`src/rtl/counter_pkg.sv`:
```
`default_nettype none
// ============================================================================
//  Module      : counter_pkg
//  Description : Shared opcodes, FSM state encoding and counter pin idle
//                levels for the dual 4-bit counter command sequencer.
//  Revision    : 1.0 - initial release
// ============================================================================
package counter_pkg;

  // Command opcodes carried on CMD_OP
  localparam logic [1:0] OP_NOP   = 2'b00;
  localparam logic [1:0] OP_CLEAR = 2'b01;
  localparam logic [1:0] OP_LOAD  = 2'b10;
  localparam logic [1:0] OP_RUN   = 2'b11;

  // Sequencer state encoding
  typedef enum logic [2:0] {
    ST_IDLE = 3'd0,
    ST_CLR  = 3'd1,
    ST_LD   = 3'd2,
    ST_RUN  = 3'd3,
    ST_FIN  = 3'd4
  } state_t;

  // Inactive levels of the active-low counter control pins
  localparam logic SR_IDLE = 1'b1;
  localparam logic PE_IDLE = 1'b1;

  // RUN event count: a request of zero means a full sixteen events
  function automatic logic [4:0] event_load(input logic [3:0] count);
    return (count == 4'd0) ? 5'd16 : {1'b0, count};
  endfunction

endpackage
`default_nettype wire

```
`src/rtl/counter_ctrl_seq_tc_event_counter.sv`:
```
`default_nettype none
// ============================================================================
//  Module      : tc_event_counter
//  Description : Terminal-count event down-counter and RUN watchdog. Flags
//                the edge carrying the final requested event and the edge on
//                which the watchdog expires.
//  Revision    : 1.0 - initial release
// ============================================================================
module tc_event_counter
  import counter_pkg::*;
#(
  parameter int            TW      = 8,
  parameter logic [TW-1:0] TIMEOUT = 8'd255
) (
  input  logic       clk,
  input  logic       rst,
  input  logic       load,
  input  logic       run,
  input  logic [1:0] sel_in,
  input  logic [3:0] count_in,
  input  logic       tc1,
  input  logic       tc2,
  output logic       last_event,
  output logic       timeout
);

  localparam logic [TW-1:0] WD_LAST = TIMEOUT - 1'b1;

  logic [1:0]    sel;
  logic [4:0]    remaining;
  logic [TW-1:0] wd;
  logic          tc_event;

  // Simultaneous TC1/TC2 on one edge collapse into a single event
  assign tc_event   = (sel[0] & tc1) | (sel[1] & tc2);
  assign last_event = run && tc_event && (remaining == 5'd1);
  assign timeout    = run && (wd == WD_LAST);

  // Latch selection and event budget at RUN accept, then count down and age the watchdog
  always_ff @(posedge clk or posedge rst) begin
    if (rst) begin
      sel       <= 2'b00;
      remaining <= 5'd0;
      wd        <= '0;
    end else if (load) begin
      sel       <= sel_in;
      remaining <= event_load(count_in);
      wd        <= '0;
    end else if (run) begin
      if (tc_event && (remaining != 5'd0)) begin
        remaining <= remaining - 5'd1;
      end
      wd <= wd + 1'b1;
    end
  end

endmodule
`default_nettype wire

```
`src/rtl/counter_ctrl_seq.sv`:
```
`default_nettype none
// ============================================================================
//  Module      : counter_ctrl_seq
//  Description : Command sequencer for a dual 4-bit counter. Executes CLEAR,
//                LOAD and RUN commands taken over a valid/ready handshake,
//                pulses DONE on completion and raises a sticky ERR when a
//                RUN exceeds its watchdog budget.
//  Revision    : 1.0 - initial release
// ============================================================================
module counter_ctrl_seq
  import counter_pkg::*;
#(
  parameter int            TW      = 8,
  parameter logic [TW-1:0] TIMEOUT = 8'd255
) (
  input  logic       CP,
  input  logic       MR,
  input  logic       CMD_VALID,
  output logic       CMD_READY,
  input  logic [1:0] CMD_OP,
  input  logic [1:0] CMD_SEL,
  input  logic [3:0] CMD_DATA,
  input  logic       TC1,
  input  logic       TC2,
  output logic [3:0] P,
  output logic       SR1,
  output logic       SR2,
  output logic       PE,
  output logic       CEP,
  output logic       CET,
  output logic       BUSY,
  output logic       DONE,
  output logic       ERR
);

  state_t state;
  logic   accept;
  logic   run_load;
  logic   in_run;
  logic   last_event;
  logic   timeout;

  // Ready is the only combinational output; it must drop the moment MR rises
  assign CMD_READY = (state == ST_IDLE) && !MR;
  assign accept    = CMD_VALID && CMD_READY;
  assign run_load  = accept && (CMD_OP == OP_RUN);
  assign in_run    = (state == ST_RUN);

  tc_event_counter #(
    .TW      (TW),
    .TIMEOUT (TIMEOUT)
  ) u_tc_event_counter (
    .clk        (CP),
    .rst        (MR),
    .load       (run_load),
    .run        (in_run),
    .sel_in     (CMD_SEL),
    .count_in   (CMD_DATA),
    .tc1        (TC1),
    .tc2        (TC2),
    .last_event (last_event),
    .timeout    (timeout)
  );

  // Command FSM; every pin output is set on the edge entering the state it belongs to
  always_ff @(posedge CP or posedge MR) begin
    if (MR) begin
      state <= ST_IDLE;
      P     <= 4'd0;
      SR1   <= SR_IDLE;
      SR2   <= SR_IDLE;
      PE    <= PE_IDLE;
      CEP   <= 1'b0;
      CET   <= 1'b0;
      BUSY  <= 1'b0;
      DONE  <= 1'b0;
      ERR   <= 1'b0;
    end else begin
      // Single-cycle strobes fall back to their idle levels unless re-driven below
      DONE <= 1'b0;
      SR1  <= SR_IDLE;
      SR2  <= SR_IDLE;
      PE   <= PE_IDLE;
      case (state)
        ST_IDLE: begin
          if (accept) begin
            ERR <= 1'b0;
            case (CMD_OP)
              OP_CLEAR: begin
                state <= ST_CLR;
                SR1   <= ~CMD_SEL[0];
                SR2   <= ~CMD_SEL[1];
                BUSY  <= 1'b1;
              end
              OP_LOAD: begin
                state <= ST_LD;
                P     <= CMD_DATA;
                PE    <= 1'b0;
                BUSY  <= 1'b1;
              end
              OP_RUN: begin
                state <= ST_RUN;
                CEP   <= 1'b1;
                CET   <= 1'b1;
                BUSY  <= 1'b1;
              end
              default: begin
                state <= ST_FIN;
                DONE  <= 1'b1;
              end
            endcase
          end
        end
        ST_CLR, ST_LD: begin
          state <= ST_FIN;
          BUSY  <= 1'b0;
          DONE  <= 1'b1;
        end
        ST_RUN: begin
          // Reaching the final event wins over a watchdog expiring on the same edge
          if (last_event || timeout) begin
            state <= ST_FIN;
            CEP   <= 1'b0;
            CET   <= 1'b0;
            BUSY  <= 1'b0;
            DONE  <= 1'b1;
            ERR   <= !last_event;
          end
        end
        ST_FIN: begin
          state <= ST_IDLE;
        end
        default: begin
          state <= ST_IDLE;
        end
      endcase
    end
  end

endmodule
`default_nettype wire
```
`config.mk`:
```
export PLATFORM = sky130hd
export DESIGN_NAME = counter_ctrl_seq
export DESIGN_NICKNAME = d
export VERILOG_FILES = /design/src/rtl/counter_pkg.sv /design/src/rtl/counter_ctrl_seq_tc_event_counter.sv /design/src/rtl/counter_ctrl_seq.sv
export SDC_FILE = /design/constraint.sdc
export NUM_CORES = 1
export LEC_CHECK = 0
export CORE_ASPECT_RATIO = 1.25
export CORE_MARGIN = 2
export CORE_UTILIZATION = 35
export DETAILED_ROUTE_END_ITERATION = 12
export GPL_ROUTABILITY_DRIVEN = 0
export GPL_TIMING_DRIVEN = 0
export SLEW_MARGIN = 20
export SYNTH_ARGS = -nofsm -noshare
export SYNTH_HDL_FRONTEND = slang
export SYNTH_SLANG_ARGS = --single-unit
```
`constraint.sdc`:
```
create_clock -name CP -period 3.1 [get_ports CP]
set_input_delay 0.62 -clock CP [delete_from_list [all_inputs] [get_ports CP]]
set_output_delay 0.62 -clock CP [all_outputs]
set_load 0.01 [all_outputs]
```
# Yosys cells after proc, flatten, opt, wreduce, memory -nomap -nowiden
# Cells that the tools add are included.
# word_totals
out_inout_bits,13
n_memories,0
wordCells,89
ff_bits,29
input_bits,13
ram_bits,0
rom_bits,0
latchBits,0
# op_classes
addsub,2
magnitude_cmp,0
mul,0
eq_ne,12
muxes,33
n_shift,0
n_div,0
n_reduce_logical,25
n_bitwise,5
# op_table
cell,count
two-way mux 5 bit,4
two-way mux 1 bit,19
one-hot mux 3 bit (3 select lines),2
two-way mux 8 bit,2
"adder 8 x 1 -> 8 bit, second input constant",1
"== test 8 bit, second input constant",1
AND reduction 4 bit,2
logical AND 1 bit,7
"== test 3 x 2 -> 1 bit, second input constant",2
two-way mux 3 bit,2
"inequality test 2 bit, second input constant",3
one-hot mux 1 bit (3 select lines),2
AND reduction 3 bit,2
nonzero test 2 bit,3
"== test 5 x 1 -> 1 bit, second input constant",1
nonzero test 5 bit,1
"subtractor 5 x 1 -> 5 bit, second input constant",1
"== test 2 bit, second input constant",2
logical NOT 4 bit,1
one-hot mux 1 bit (2 select lines),2
AND reduction 2 bit,2
"== test 3 x 1 -> 1 bit, second input constant",1
logical NOT 3 bit,1
nonzero test 3 bit,1
other kinds (9),12

# Depth between registers and ports, before layout
# Gate-level depths: netlist of run 1.
# logic_depth
word_depth,7
ltp_mapped,7
depth_no_buf,6

# By module
# From an unflattened synthesis of run 1, not the netlist that was laid out.
# unflattened
hier_cells,141
hier_area_um2,1463.9
# modules_own_cells
module,cells_each,seq_area_each_um2,area_per_inst_um2,n_inst
tc_event_counter,89,375.4,832.0,1
counter_ctrl_seq,52,354.1,631.9,1

# Worst setup path after synthesis of run 1
# OpenSTA, ideal clock, no wires.
# synth_path
path_kind,register to register
startpoint,register u_tc_event_counter.remaining[0]
endpoint,register u_tc_event_counter.remaining[1]
arrival_time_ns,1.820
slack_ns,1.198
required_ns,3.017
stages_incl_launch_ff,7
path_buffers,0
period_less_slack_ns,1.902
path_cell_list,dfrtp_1 -> inv_1 -> ha_1 -> or4b_2 -> nand3_1 -> mux2_2 -> o21ai_0
# synth_via
elab_chain_len,4
word_cells_on_any_way,8
# synth_lines
element,line,source
start: declaration,counter_ctrl_seq_tc_event_counter.sv:30,logic [4:0] remaining;
start signal: assignment,counter_ctrl_seq_tc_event_counter.sv:47,remaining <= event_load(count_in);
start signal: assignment,counter_ctrl_seq_tc_event_counter.sv:51,remaining <= remaining - 5'd1;
subtractor 5 x 1 -> 5 bit or nonzero test 5 bit (tied branches),"counter_ctrl_seq_tc_event_counter.sv:51, counter_ctrl_seq_tc_event_counter.sv:50",
two-way mux 5 bit or logical AND 1 bit (tied branches),counter_ctrl_seq_tc_event_counter.sv:50,if (tc_event && (remaining != 5'd0)) begin
two-way mux 5 bit or nonzero test 2 bit (tied branches),n/a,
two-way mux 5 bit or AND reduction 2 bit (tied branches),n/a,
# Parallel ways exist; a longest one is shown, timed or not. The select of a mux whose other input is x is not followed.
# A chain may end at the register's enable or synchronous reset.

# Worst setup path in the final report of run 1
# layout_path
startpoint,input MR
endpoint,output CMD_READY
# layout_via
elab_chain_len,2
# layout_lines
element,line,source
start: declaration,counter_ctrl_seq.sv:17,"input logic MR,"
logical NOT 1 bit (no line),n/a,
logical AND 1 bit,counter_ctrl_seq.sv:44,assign CMD_READY = (state == ST_IDLE) && !MR;
end: declaration,counter_ctrl_seq.sv:19,"output logic CMD_READY,"
# Every way passes these cells.

==> results of run 1 <==
stage by stage:
step	std cells	setup slack, ps	area [um^2]	util
2_1_floorplan	130	1200	1450	-
3_3_place_gp	210	568	1760	0.437
3_5_place_dp	210	557	1760	0.437
4_1_cts	218	552	1850	0.460
5_1_grt	218	481	1850	0.460
6_report	218	545	1850	0.460
cell type report:
type,count,area share
Buffer,8,0.0290
Sequential cell,29,0.393
Inverter,8,0.0162
Timing Repair Buffer,24,0.130
Tap cell,56,0.0378
Clock buffer,8,0.0486
Multi-Input combinational cell,85,0.345
cells by family (layout without fill, tap and decap cells):
logic type	count (synthesis)	after routing	share of synthesized area
adder cells (fa/ha/maj)	4	4	0.0344
buffers and inverters	16	48	0.0577
multiplexers	10	10	0.0792
flip-flops	29	29	0.502
AO/OA/AOI/OAI	20	20	0.103
XOR/XNOR	7	7	0.0422
AND/OR/NAND/NOR	44	44	0.182
flip-flops by register name (all words and copies together), names as in the netlist:
name,cells
PE,1
CET,1
SR1,1
u_tc_event_counter.wd,8
u_tc_event_counter.sel,2
DONE,1
ERR,1
state,3
SR2,1
P,4
u_tc_event_counter.remaining,5
BUSY,1
metal layers:
metal,vias up,track usage
met5,-,0
met4,0,0.0787
met3,10,0.0509
met2,20,0.231
met1,532,0.171
li1,521,-
power by group through the flow:
stage	Combinational (W)	Sequential (W)	Clock [W]
floorplan	0.000157	0.000523	0
global placement	0.000269	0.000517	0
detailed placement	0.000276	0.000523	0
CTS	0.000278	0.000517	0.000324
global route	0.000312	0.000530	0.000344
finish	0.000273	0.000517	0.000317
worst paths after layout:
check                                                start                               to  slack (ps)  cells after the start
hold reg to reg                                       P[1]                             P[1]         510                      1
min in group asynchronous                               MR                             DONE         810                      2
hold / removal                                        P[1]                             P[1]         510                      1
max in group asynchronous                               MR                             P[2]        1880                      2
setup reg to reg           u_tc_event_counter.remaining[0]  u_tc_event_counter.remaining[1]        1010                      6
setup / recovery                                        MR                        CMD_READY         550                      3
layout by cell type (no fill, tap or decap), drive strengths merged, types with 3 or more instances in the layout:
master / n
ha: 4
nor2: 10
clkdlybuf4s50: 24
nand4: 3
clkbuf: 9
nand3: 6
inv: 8
mux2: 9
nand2: 9
dfrtp: 26
buf: 7
and2: 3
xor2: 6
dfstp: 3
worst max-delay path, stage by stage:
cell and delay, ps:
clkdlybuf4s50_1 470, nor4_4 240, clkdlybuf4s50_1 600
==> results.py, run 1 <==
metrics = {
    "die": {
        "dieArea_um2": 4690,
        "die_w_um": 61.6,
        "placementRows": 26,
        "initial_utilization": 0.360,
        "io_pins": 26,
        "fp.dieH_um": 76.1,
        "core_um2": 4030,
    },
    "synthesis": {
        "synth.top_cells.by_count": "dfrtp_1, nor2_1, nand2_1, inv_1, mux2_2",
        "synth_top_area_frac": 0.448,
        "synthArstFlopShare": 1.00,
        "yosysMostFrequentCell": "dfrtp_1",
        "yosysUniqueCellTypes": 46,
        "yosys-top-cells-area": "dfrtp_1, mux2_2, dfstp_2",
        "synth_flop_cell": "dfrtp_1",
        "yosysSeqAreaShare": 0.502,
        "syn_nets": 147,
        "syn_area_per_cell_um2": 11.2,
        "ys_warn_count": 0,
        "synthesis.area_um2": 1450,
        "yosys.area.top_type": "dfrtp_1",
        "syn-instance-count": 130,
        "synth_edf_count": 0,
        "synth-seq-cells": 29,
    },
    "finish": {
        "seq_area_um2": 729,
        "multi_input_area_um2": 641,
        "fin_nets": 178,
        "n_fill_cell": 407,
        "drive_above_1_share": 0.191,
        "diodes": 0,
        "area_growth_pct": 27.5,
    },
    "sta": {
        "tightest_slew_ps": 599,
        "timing.hold.ws_ps": 506,
        "finalClockSkew_ps": 9.04,
        "clock.fmax_mhz": 391,
        "min_period_ps": 2550,
        "grt_setup_unrepaired": "false",
        "hold_viol": 0,
        "slew_violations": 0,
        "relSlewSlack": 0.600,
        "setup_viol": 0,
        "fin_crit_sh": 0.824,
        "setup_tns_ps": 0,
    },
    "power": {
        "switchingPower_w": 0.000318,
        "switching_share": 0.287,
        "seqPwrFrac": 0.467,
        "p_int_w": 0.000789,
        "leakagePower_nw": 0.818,
        "ir_drop_uv": 279,
        "p_comb_frac": 0.246,
        "pwr-share-clk": 0.286,
        "power.total_w": 0.00111,
        "power_per_cell_area_nw_per_um2": 597,
    },
    "grt": {
        "grtUsageTotal": 0.147,
        "overflow": 0,
        "grt_start_max_net_pins": 30,
        "grt_pass1_vias": 1195,
        "grt_first_pass_wirelength_mm": 5.20,
        "antenna_found_initial": 0,
    },
    "route": {
        "vias": 1083,
        "drtPass1Iterations": 3,
        "dr_wl_met3_um": 114,
        "wl_per_cell_um": 13.2,
        "drtIter0Drc": 21,
        "drtAntennaViolNets": 0,
        "vias_per_cell": 4.97,
        "top_layer": "met4",
        "met2WireLength_mm": 1.46,
        "wl_mm": 2.88,
        "drt-met1-wl_mm": 1.20,
        "drc": 0,
    },
    "run_status": {
        "outcome": "complete, no violations",
    },
    "worst_setup_path": {
        "crit_type": "input port to output pin",
        "crit_fanout": 5,
        "end_kind": "output pin",
        "worstPathArrival_ps": 1930,
        "cp-start-kind": "input port",
        "critPathRequiredTime_ps": 2480,
    },
    "cts": {
        "ctsHtreeMaxLevel": 2,
        "root_buffer": "clkbuf_8",
        "cts-hold-fix-buffers": 0,
        "cts_resized": 0,
        "cts_tree": "built",
        "clk_latency_ps": 280,
        "clkTransAtPathRegs_ps": 60,
        "numCtsBuffers": 5,
        "clock_sinks": 29,
        "postCtsSetupBuffers": 0,
        "clockBufferDepth": 2,
    },
    "place": {
        "dp_hpwl_mm": 2.15,
        "port_buffers": 24,
    },
    "hold_path": {
        "hold_path_class": "flip-flop to flip-flop",
    },
    "flow_run": {
        "drv_cap": 0,
    },
}
Power figures use the tool's default switching activity.
==> run 2: changes to the inputs <==
clock period = 2.3 ns   (was 3.1 ns; I/O delays follow)
==> results of run 2 <==
Same layout as run 1 (identical final DEF). Status: complete, no violations.
Among the figures that moved: setup slack after placement 557 ps -> 76.6 ps; setup slack after layout 545 ps -> 65.2 ps; hold slack 506 ps -> 450 ps; register-to-register setup slack 1010 ps -> 210 ps; end point of the worst hold path P[1] -> state[1]; total power 0.00111 W -> 0.00149 W; worst IR drop on VDD 279 uV -> 376 uV
==> run 3: changes to the inputs <==
CORE_UTILIZATION = 46   (was 35)
PLACE_DENSITY = 0.74   (was not set)
==> run 3 against run 2 <==
Final area decreased by 3.4%. Largest power group unchanged. Final cell count decreased by 9.2%. Total power decreased by 9.1%. Clock skew decreased by 2.6 ps. Count of clock-buffer cells in the layout unchanged. First-iteration DRC count increased by 76%. Worst setup slack improved by 140 ps. Utilization increased by 14 points. Via count increased by 1.3%. Critical path depth increased by 3.
==> results.py, run 3 (synthesized netlist as in run 1, its figures left out) <==
metrics = {
    "grt": {
        "grt_first_pass_wirelength_mm": 4.56,
        "grtUsageTotal": 0.175,
        "use_met3": 0.0471,
        "antenna_found_initial": 0,
        "grt_use_met1": 0.199,
        "grt.met2_usage": 0.300,
        "grt_start_max_net_pins": 30,
        "top_usage_layer": "met2",
        "overflow": 0,
        "grt_pass1_vias": 1027,
    },
    "die": {
        "io_pins": 26,
        "fp.dieH_um": 66.9,
        "placementRows": 22,
        "dieArea_um2": 3630,
        "die_w_um": 54.3,
        "core_um2": 2970,
        "initial_utilization": 0.489,
    },
    "cts": {
        "clock_sinks": 29,
        "clk_latency_ps": 310,
        "clkTransAtPathRegs_ps": 90,
        "clockBufferDepth": 2,
        "ctsHtreeMaxLevel": 2,
        "root_buffer": "clkbuf_4",
        "cts_tree": "built",
        "numCtsBuffers": 5,
    },
    "finish": {
        "largest_reg_flops": 8,
        "most-common-layout-cells": "dfrtp_1, clkdlybuf4s50_1, nor2_1",
        "drive_above_1_share": 0.185,
        "fin_cells": 198,
        "reg.largest.list": "u_tc_event_counter.wd x8, u_tc_event_counter.remaining x5, P x4",
        "fin_area_um2": 1790,
        "area_growth_pct": 23.1,
        "largest_register": "u_tc_event_counter.wd",
        "fin_nets": 178,
        "n_fill_cell": 255,
        "final_common_cell": "dfrtp_1",
        "diodes": 0,
        "final_util": 0.602,
    },
    "worst_setup_path": {
        "slowest_stage": "or4b_2",
        "crit_type": "flip-flop to flip-flop",
        "worst_path_largest_cell_delay_ps": 600,
        "worstPathArrival_ps": 2320,
        "cpLargestDelayFamily": "simple AND/OR/NAND/NOR gates",
        "crit_fanout": 4,
        "crit_buf_inv": 1,
        "critPathRequiredTime_ps": 2530,
        "cp_cell_sequence": "inv_1, ha_1, or4b_2, nand3_1, mux2_2, o21ai_0",
        "end_kind": "flip-flop",
        "cp-start-kind": "flip-flop",
    },
    "route": {
        "drtIter0Drc": 37,
        "vias": 1097,
        "vias_per_cell": 5.54,
        "drtPass1Iterations": 4,
        "drc": 0,
        "drtAntennaViolNets": 0,
        "wl_mm": 2.86,
        "wl_per_cell_um": 14.4,
    },
    "run_status": {
        "outcome": "complete, no violations",
    },
    "power": {
        "leakagePower_nw": 0.812,
        "ir_drop_uv": 552,
        "power_per_cell_area_nw_per_um2": 758,
    },
    "place": {
        "port_buffers": 24,
        "dp_hpwl_mm": 2.14,
        "placed_area_um2": 1740,
        "dp_cells": 190,
    },
    "sta": {
        "tightest_slew_ps": 589,
        "grt_setup_unrepaired": "false",
        "hold_viol": 0,
        "timing.hold.ws_ps": 419,
        "slew_violations": 0,
        "min_period_ps": 2090,
        "setup_tns_ps": 0,
        "fin_crit_sh": 0.909,
        "setup_viol": 0,
        "relSlewSlack": 0.607,
        "clock.fmax_mhz": 478,
        "finalClockSkew_ps": 6.42,
    },
    "hold_path": {
        "hold_path_class": "input port to flip-flop",
    },
    "flow_run": {
        "drv_cap": 0,
    },
}
[run 3: final cells by class]
class | instances | area (um^2) | area share
flip-flops and latches | 29 | 729 | 0.407
multi-input cells | 85 | 641 | 0.358
repair buffers | 24 | 243 | 0.136
plain buffers | 8 | 53.8 | 0.0300
clock buffers | 8 | 48.8 | 0.0273
well taps | 36 | 45.0 | 0.0252
inverters | 8 | 30.0 | 0.0168
[run 3: where the power goes]
| group | switching (W) | leakage (nW) | total (W) | internal [W] |
|---|---|---|---|---|
| logic | 0.000171 | 0.424 | 0.000373 | 0.000203 |
| clock network | 0.000166 | 0.0265 | 0.000288 | 0.000122 |
| registers | 0.0000796 | 0.361 | 0.000695 | 0.000616 |
| total | 0.000416 | 0.812 | 0.00136 | 0.000940 |
[run 3: worst register-to-register path, cell delays in order (launching register included)]
cell and delay (ps):
dfrtp_1 390, inv_1 120, ha_1 230, or4b_2 600
nand3_1 180, mux2_2 350, o21ai_0 130
[run 3: worst paths after layout]
| path | slack (ps) | depth (start not counted) | end | start |
|---|---|---|---|---|
| worst max-delay path | 210 | 6 | u_tc_event_counter.remaining[1] | u_tc_event_counter.remaining[0] |
| worst min-delay path | 420 | 3 | state[1] | CMD_OP[1] |
| worst max register to register | 210 | 6 | u_tc_event_counter.remaining[1] | u_tc_event_counter.remaining[0] |
| worst min register to register | 510 | 1 | P[0] | P[0] |
| max in group asynchronous | 1310 | 2 | P[0] | MR |
| min in group asynchronous | 610 | 2 | DONE | MR |
[run 3: what timing repair did]
action,CTS,global route
gates resized for setup,0,1
hold buffers,0,0
setup buffers,0,0
endpoints found under the hold margin,0,0
setup endpoints to repair,0,1
[run 3: per-stage QoR]
stage                     worst slack, ps  total power [W]
after floorplan                       398         0.000916
after global placement               95.6          0.00105
after detailed placement             79.4          0.00108
after CTS                            61.2          0.00137
after global routing                 69.8          0.00144
final                                 209          0.00136
[run 3: layer usage]
layer,up-vias,part of all wire,wire length (um)
met5,-,0,0
met4,0,0.021,59
met3,6,0.038,108
met2,24,0.55,1560
met1,542,0.40,1130
li1,525,-,-
